## src/rtl/aes_req_arbiter_pkg.sv

```systemverilog
// rtl/aes_req_arbiter_pkg.sv - shared widths and FSM state encoding for the AES request arbiter
package aes_req_arbiter_pkg;

  localparam int AES_W = 128;

  typedef enum logic [1:0] {
    ST_IDLE  = 2'd0,
    ST_ISSUE = 2'd1,
    ST_WAIT  = 2'd2,
    ST_RESP  = 2'd3
  } arb_state_e;

endpackage

```

## src/rtl/aes_req_arbiter_rr_pick.sv

```systemverilog
// rtl/aes_req_arbiter_rr_pick.sv - combinational rotate-priority picker, scanning from ptr+1
module rr_pick #(
  parameter int NREQ = 4,
  parameter int IDW  = 2
) (
  input  logic [NREQ-1:0] req,
  input  logic [IDW-1:0]  ptr,
  output logic [NREQ-1:0] grant,
  output logic [IDW-1:0]  idx,
  output logic            any
);

  logic [IDW-1:0] cand;

  // The last-served client (ptr) is examined last, giving round-robin fairness.
  always_comb begin
    grant = '0;
    idx   = '0;
    any   = 1'b0;
    cand  = '0;
    for (int k = 1; k <= NREQ; k++) begin
      cand = IDW'((int'(ptr) + k) % NREQ);
      if (!any && req[cand]) begin
        any         = 1'b1;
        idx         = cand;
        grant[cand] = 1'b1;
      end
    end
  end

endmodule

```

## src/rtl/aes_req_arbiter.sv

```systemverilog
// rtl/aes_req_arbiter.sv - round-robin sharing of one AES-128 encryptor among NREQ clients
module aes_req_arbiter
  import aes_req_arbiter_pkg::*;
#(
  parameter int NREQ    = 4,
  parameter int IDW     = 2,
  parameter int TIMEOUT = 1023
) (
  input  logic              clk,
  input  logic              rst,
  input  logic [NREQ-1:0]   req_valid,
  output logic [NREQ-1:0]   req_ready,
  input  logic [NREQ*128-1:0] req_key,
  input  logic [NREQ*128-1:0] req_pt,
  output logic              rsp_valid,
  input  logic              rsp_ready,
  output logic [IDW-1:0]    rsp_id,
  output logic [127:0]      rsp_data,
  output logic              rsp_fault,
  output logic              rsp_timeout,
  output logic [7:0]        fault_cnt,
  output logic              aes_start,
  output logic [127:0]      aes_key,
  output logic [127:0]      aes_pt,
  input  logic              aes_busy,
  input  logic              aes_done,
  input  logic [127:0]      aes_ct,
  input  logic              aes_fault
);

  localparam int TW = $clog2(TIMEOUT);
  localparam logic [TW-1:0] TIMER_LAST = TW'(TIMEOUT - 1);

  arb_state_e      state;
  logic [IDW-1:0]  ptr;
  logic [TW-1:0]   timer;
  logic [NREQ-1:0] grant;
  logic [IDW-1:0]  pick_idx;
  logic            pick_any;

  rr_pick #(
    .NREQ (NREQ),
    .IDW  (IDW)
  ) u_pick (
    .req   (req_valid),
    .ptr   (ptr),
    .grant (grant),
    .idx   (pick_idx),
    .any   (pick_any)
  );

  assign req_ready = (state == ST_IDLE) ? grant : '0;
  // Start is held back while the encryptor still drains an abandoned job.
  assign aes_start = (state == ST_ISSUE) && !aes_busy;
  assign rsp_valid = (state == ST_RESP);

  always_ff @(posedge clk) begin
    if (rst) begin
      state       <= ST_IDLE;
      ptr         <= IDW'(NREQ - 1);
      timer       <= '0;
      rsp_id      <= '0;
      rsp_data    <= '0;
      rsp_fault   <= 1'b0;
      rsp_timeout <= 1'b0;
      fault_cnt   <= '0;
      aes_key     <= '0;
      aes_pt      <= '0;
    end else begin
      case (state)
        ST_IDLE: begin
          if (pick_any) begin
            aes_key <= req_key[pick_idx*AES_W +: AES_W];
            aes_pt  <= req_pt[pick_idx*AES_W +: AES_W];
            rsp_id  <= pick_idx;
            ptr     <= pick_idx;
            state   <= ST_ISSUE;
          end
        end
        ST_ISSUE: begin
          if (!aes_busy) begin
            timer <= '0;
            state <= ST_WAIT;
          end
        end
        ST_WAIT: begin
          timer <= timer + 1'b1;
          // A done arriving on the watchdog's last cycle still counts as a completion.
          if (aes_done) begin
            rsp_data    <= aes_fault ? '0 : aes_ct;
            rsp_fault   <= aes_fault;
            rsp_timeout <= 1'b0;
            state       <= ST_RESP;
            if (aes_fault && fault_cnt != 8'hFF) fault_cnt <= fault_cnt + 8'd1;
          end else if (timer == TIMER_LAST) begin
            rsp_data    <= '0;
            rsp_fault   <= 1'b1;
            rsp_timeout <= 1'b1;
            state       <= ST_RESP;
            if (fault_cnt != 8'hFF) fault_cnt <= fault_cnt + 8'd1;
          end
        end
        ST_RESP: begin
          if (rsp_ready) state <= ST_IDLE;
        end
        default: state <= ST_IDLE;
      endcase
    end
  end

endmodule

```

## config.mk

```make
export PLATFORM = sky130hd
export DESIGN_NAME = aes_req_arbiter
export DESIGN_NICKNAME = d
export VERILOG_FILES = /design/src/rtl/aes_req_arbiter_pkg.sv /design/src/rtl/aes_req_arbiter_rr_pick.sv /design/src/rtl/aes_req_arbiter.sv
export SDC_FILE = /design/constraint.sdc
export NUM_CORES = 1
export LEC_CHECK = 0
export ABC_AREA = 1
export CAP_MARGIN = 40
export CORE_AREA = 2 2 613 615
export DETAILED_ROUTE_END_ITERATION = 8
export DIE_AREA = 0 0 615 617
export PLACE_DENSITY = 0.31
export SLEW_MARGIN = 10
export SYNTH_ARGS = -nofsm -noshare
export SYNTH_HDL_FRONTEND = slang
export SYNTH_SLANG_ARGS = --single-unit
```

## constraint.sdc

```tcl
create_clock -name clk -period 4.4 [get_ports clk]
set_input_delay 1.1 -clock clk [delete_from_list [all_inputs] [get_ports clk]]
set_output_delay 1.1 -clock clk [all_outputs]
set_load 0.01 [all_outputs]
```

* Word-level counts from Yosys, hierarchy flattened
Cells that the tools add are included.
** Word-level totals
- Output and inout bits :: 402
- Bits of input ports :: 1162
- Register bits :: 410
** Operators by class
- Add/subtract/negate cells :: 6
- Shift-type cells :: 2
- Order comparisons :: 8
- Multiplexer cells :: 47
- Reductions and logical operators :: 22
- Equal/unequal tests :: 10
- Bitwise logic cells :: 3
** Operator list (number)
- 512-bit by 10-bit indexed part select with 128-bit output :: 2
- 128-bit 2-to-1 mux :: 3
- 8-bit 2-to-1 mux :: 4
- 4-bit 2-to-1 mux :: 5
- 10-bit case mux with 2 select lines :: 1
- 2-bit 2-to-1 mux :: 9
- 1-bit 2-to-1 mux :: 15
- 2-bit by 3-bit less-than comparator with 1-bit output (second input constant) :: 4
- 4-bit OR :: 3
- 10-bit by 1-bit adder with 10-bit output (second input constant) :: 1
- 10-bit equality test (second input constant) :: 1
- 10-bit 2-to-1 mux :: 1
- 1-bit logical AND :: 9
- 8-bit by 1-bit adder with 8-bit output (second input constant) :: 1
- 1-bit binary-select mux with 2-bit select :: 4
- 1-bit demux with 2-bit select :: 4
- 2-bit by 1-bit greater-or-equal comparator with 1-bit output (second input constant) :: 4
- 8-bit inequality test (second input constant) :: 1
- 2-bit case mux with 4 select lines :: 1
- 4-bit AND reduction :: 2
- 2-bit AND reduction :: 3
- 2-bit nonzero test :: 3
- 2-bit by 1-bit adder with 2-bit output (second input constant) :: 2
- 2-bit adder (second input constant) :: 2
- other kinds (7) :: 13

* Longest topological paths before layout
- Depth after elaboration :: 15
- Gate-level depth with buffers :: 17

* Modules after synthesis
Synthesis repeated with hierarchy kept, for this count alone.
** Unflattened totals
- Cells, all modules :: 3381
- Area total of the unflattened synthesis :: 23120.9 µm²
** Modules (own cells, without submodules)
- aes_req_arbiter :: area each 22663.0 µm², times used 1, cells an instance 3307, seq. area each 8207.9 µm²
- rr_pick :: area each 457.9 µm², times used 1, cells an instance 74, seq. area each 0.0 µm²

* Least setup slack after synthesis
Ideal clock, no wire load.
- Kind :: in2out
- Start :: input req_valid[2]
- End :: output req_ready[1]
- Path slack :: 1.116 ns
- Data required time :: 3.300 ns
- Cell stages on the path :: 10
- Path buffers :: 0
- Arrival :: 2.184 ns
- Path through :: inv_1 > nand2_1 > nand3_2 > nand2_2 > inv_2 > nand3_2 > or2_2 > o221ai_1 > nand2_1 > inv_1
** Between the ends
- Word-level cells in the longest chain between the ends :: 13
- Elaborated cells on any way between the ends :: 25
- Those cells by class :: mux: 16; bitwise: 3; reduce/logical: 6
** RTL lines
- start: declaration :: RTL line aes_req_arbiter.sv:11 : input logic [NREQ-1:0] req_valid,
- 1-bit binary-select mux with 2-bit select :: RTL line aes_req_arbiter_rr_pick.sv:23 : if (!any && req[cand]) begin
- 1-bit 2-to-1 mux (implied by the code) :: RTL line aes_req_arbiter_rr_pick.sv:23
- 1-bit 2-to-1 mux :: RTL line aes_req_arbiter_rr_pick.sv:23
- 1-bit zero test :: RTL line aes_req_arbiter_rr_pick.sv:23
- 1-bit logical AND :: RTL line aes_req_arbiter_rr_pick.sv:23
- 1-bit 2-to-1 mux :: RTL line aes_req_arbiter_rr_pick.sv:23
- 1-bit zero test :: RTL line aes_req_arbiter_rr_pick.sv:23
- 1-bit logical AND :: RTL line aes_req_arbiter_rr_pick.sv:23
- 1-bit 2-to-1 mux :: RTL line aes_req_arbiter_rr_pick.sv:23
- 1-bit zero test :: RTL line aes_req_arbiter_rr_pick.sv:23
- 1-bit logical AND :: RTL line aes_req_arbiter_rr_pick.sv:23
- 4-bit 2-to-1 mux (*) :: RTL line aes_req_arbiter_rr_pick.sv:23
- 4-bit 2-to-1 mux (*) :: RTL line aes_req_arbiter.sv:52 : assign req_ready = (state == ST_IDLE) ? grant : '0;
- end: declaration :: RTL line aes_req_arbiter.sv:12 : output logic [NREQ-1:0] req_ready,
Mark *: on every way between the ends. The rest lies on a longest branch, timed or not. The select of a mux whose other input is x is not followed.

* Worst setup path in the final report
- Start :: input req_valid[3]
- End :: output req_ready[2]
The elaborated chain is that of the path after synthesis.

==> reports/qor.yml <==
status: "finished clean"
vias_per_cell: 3.24
portBuffers: 1563
grt_overflow: 0
gr-usage-all-layers: 0.138
fmax_mhz: 234
num_io_pins: 1564
clock_latency_ps: 810
htreeDepth: 3
drcViolationCount: 0
rsz0062_at_grt: "false"
slew_viol_final: 0
avgSynthCellArea_um2: 5.71
relSlewSlack: 0.408
coreArea_mm2: 0.374
dp_hpwl_um: 231000
final_layout_size_suffix_gt1_frac: 0.0549
timing.rr.start: "ptr[1]"
fp.dieW_um: 615
nNetsFinal: 7324
crit_fanout: 5
hold_start: "timer[8]"
crit_type: "in2out"
final_area_mm2: 0.0515
whs_ps: 457
yosys_warnings: 0
routed_wl_um: 273000
clock_skew_ps: 107
clock_path_buffers: 4
synth_seq_cells: 410
row_count: 225
die_h_um: 617
critPathRequiredTime_ps: 3300
critPathLaunchType: "input port"
fin_crit_ps: 4270
rrSetupSlack_ps: 910
grt_pass1_vias: 36200
maxCapViolCount: 0
dr.pass1.iters: 6
synth_fp_nets: 5812
max-vdd-ir-drop_uv: 650
netlist_instances: 4635
worstMarginPinSlew_ps: 886
final_cell_mix: "clkdlybuf4s50_1 (1557), nand2_1 (1101), nand3_1 (852)"
p_leak_uw: 0.0219
ys_seq_area_frac: 0.310
start_util: 0.0708
finalHoldViolCount: 0
setup_viol: 0
post_layout_nonfiller_instances: 11200
wl_per_cell_um: 24.3
clk_pin_slew_ps: 50
numPlacedInstances: 11100
netlist_area_mm2: 0.0264
finalCoreUtilization: 0.138
regToRegEndpoint: "aes_pt[113]"
gp_congestion: 0.884
synth_cell_types: 33
grt_pass1_wl_um: 352000
holdBufCountCts: 0
crit_path_end_kind: "output pin"
antenna_found_initial: 192
ant_nets: 0
cts_sinks: 410
period_share: 0.971
cts_tree: "done"
synthToLayoutAreaGrowth_pct: 94.8
drt-initial-drc-count: 2117
grt_max_degree: 108
arrival_ps: 3170
die_area_mm2: 0.379
whs_path_depth: 1
vias: 36300
place_area_mm2: 0.0489
cts_root_buffer: "clkbuf_16"
cts-buffers-inserted: 75
min_to: "timer[8]"
p_per_area_mw_per_mm2: 778
hold_class: "reg2reg"
final_common_cell: "clkdlybuf4s50_1"
r2r_cells: 17
==> final cells by class <==
type	instances	area (um^2)
diodes	22	55.1
clock buffers	105	2230
clock inverters	22	300
fillers	43400	322000
inverters	761	2870
multi-input cells	3143	14000
flip-flops and latches	410	8210
well taps	4994	6250
repair buffers	1756	17600
==> state kept, by name, indices dropped and copies added, names as in the netlist <==
name	flops
aes_key	128
aes_pt	128
rsp_data	128
timer	10
fault_cnt	8
ptr	2
rsp_id	2
state	2
rsp_fault	1
rsp_timeout	1
==> cell families after synthesis <==
| logic type | synth area share |
|---|---|
| xor+xnor | 0.000331 |
| compound gates | 0.0364 |
| buf+inv | 0.165 |
| simple gates | 0.481 |
| fa+ha+maj | 0.00710 |
| flops | 0.310 |
==> worst max path at each step <==
| stage | startpoint | end | slack (ps) | cells after the start |
|---|---|---|---|---|
| 2_1_floorplan | req_valid[2] | req_ready[1] | 1120 | 10 |
| 3_3_place_gp | req_valid[2] | aes_key[91] | -380 | 16 |
| 3_5_place_dp | req_valid[2] | req_ready[2] | -190 | 12 |
| 4_1_cts | req_valid[3] | req_ready[1] | 160 | 12 |
| 5_1_grt | req_valid[1] | req_ready[1] | 20 | 12 |
| 6_report | req_valid[3] | req_ready[2] | 130 | 14 |
==> Yosys cell counts (all sizes together) <==
cell type / instances / area [um^2]
o21bai: 2 / 15.0
o211ai: 2 / 15.0
ha: 15 / 188
and3: 1 / 6.26
buf: 185 / 983
xor2: 1 / 8.76
nand3: 856 / 4300
a21oi: 151 / 759
a22oi: 2 / 15.0
o21ai: 23 / 126
a21boi: 1 / 7.51
or2: 1 / 6.26
nor2: 822 / 3090
nand2: 1108 / 4170
clkbuf: 136 / 510
o221ai: 1 / 8.76
nand4: 6 / 43.8
inv: 761 / 2860
nor3: 6 / 30.0
dfxtp: 410 / 8210
nor3b: 143 / 1070
a211oi: 2 / 15.0
==> layer usage <==
metal,up-vias,wire [um],GRT usage
li1,17200,-,-
met1,17200,114000,0.167
met2,1446,134000,0.243
met3,456,19100,0.0382
met4,46,5910,0.0229
met5,-,312,0
==> critical path, stage by stage <==
cell             delay, ps
clkdlybuf4s50_1        530
inv_1                   80
nand2_1                110
nand3_2                100
nand2_2                130
inv_2                   50
buf_4                  150
nand3_2                 90
inv_1                   70
a21oi_1                190
o21ai_2                110
nand2_1                110
inv_1                   60
dlygate4sd2_1          270
==> power by group <==
group	leakage, uW	total [uW]	internal (uW)	switching, uW
logic	0.0172	28200	10000	18200
clock network	0.00126	6330	3870	2460
registers	0.00337	5490	4790	696
==> stage by stage <==
stage / total power (uW) / worst slack [ps] / setup TNS, ps
global route: 43600 / 21.9 / 0
global placement: 34500 / -379 / -1140
detailed placement: 34500 / -190 / -425
finish: 40100 / 128 / 0
CTS: 41300 / 157 / 0
floorplan: 19800 / 1120 / 0
==> timing repair <==
| action | in CTS | in global routing |
|---|---|---|
| endpoints found under the setup margin | 4 | 1 |
| resized for setup | 9 | 1 |
| buffers inserted | 0 | 0 |
| cloned | 0 | 0 |
Note: power is estimated with default switching activity, not from simulation.
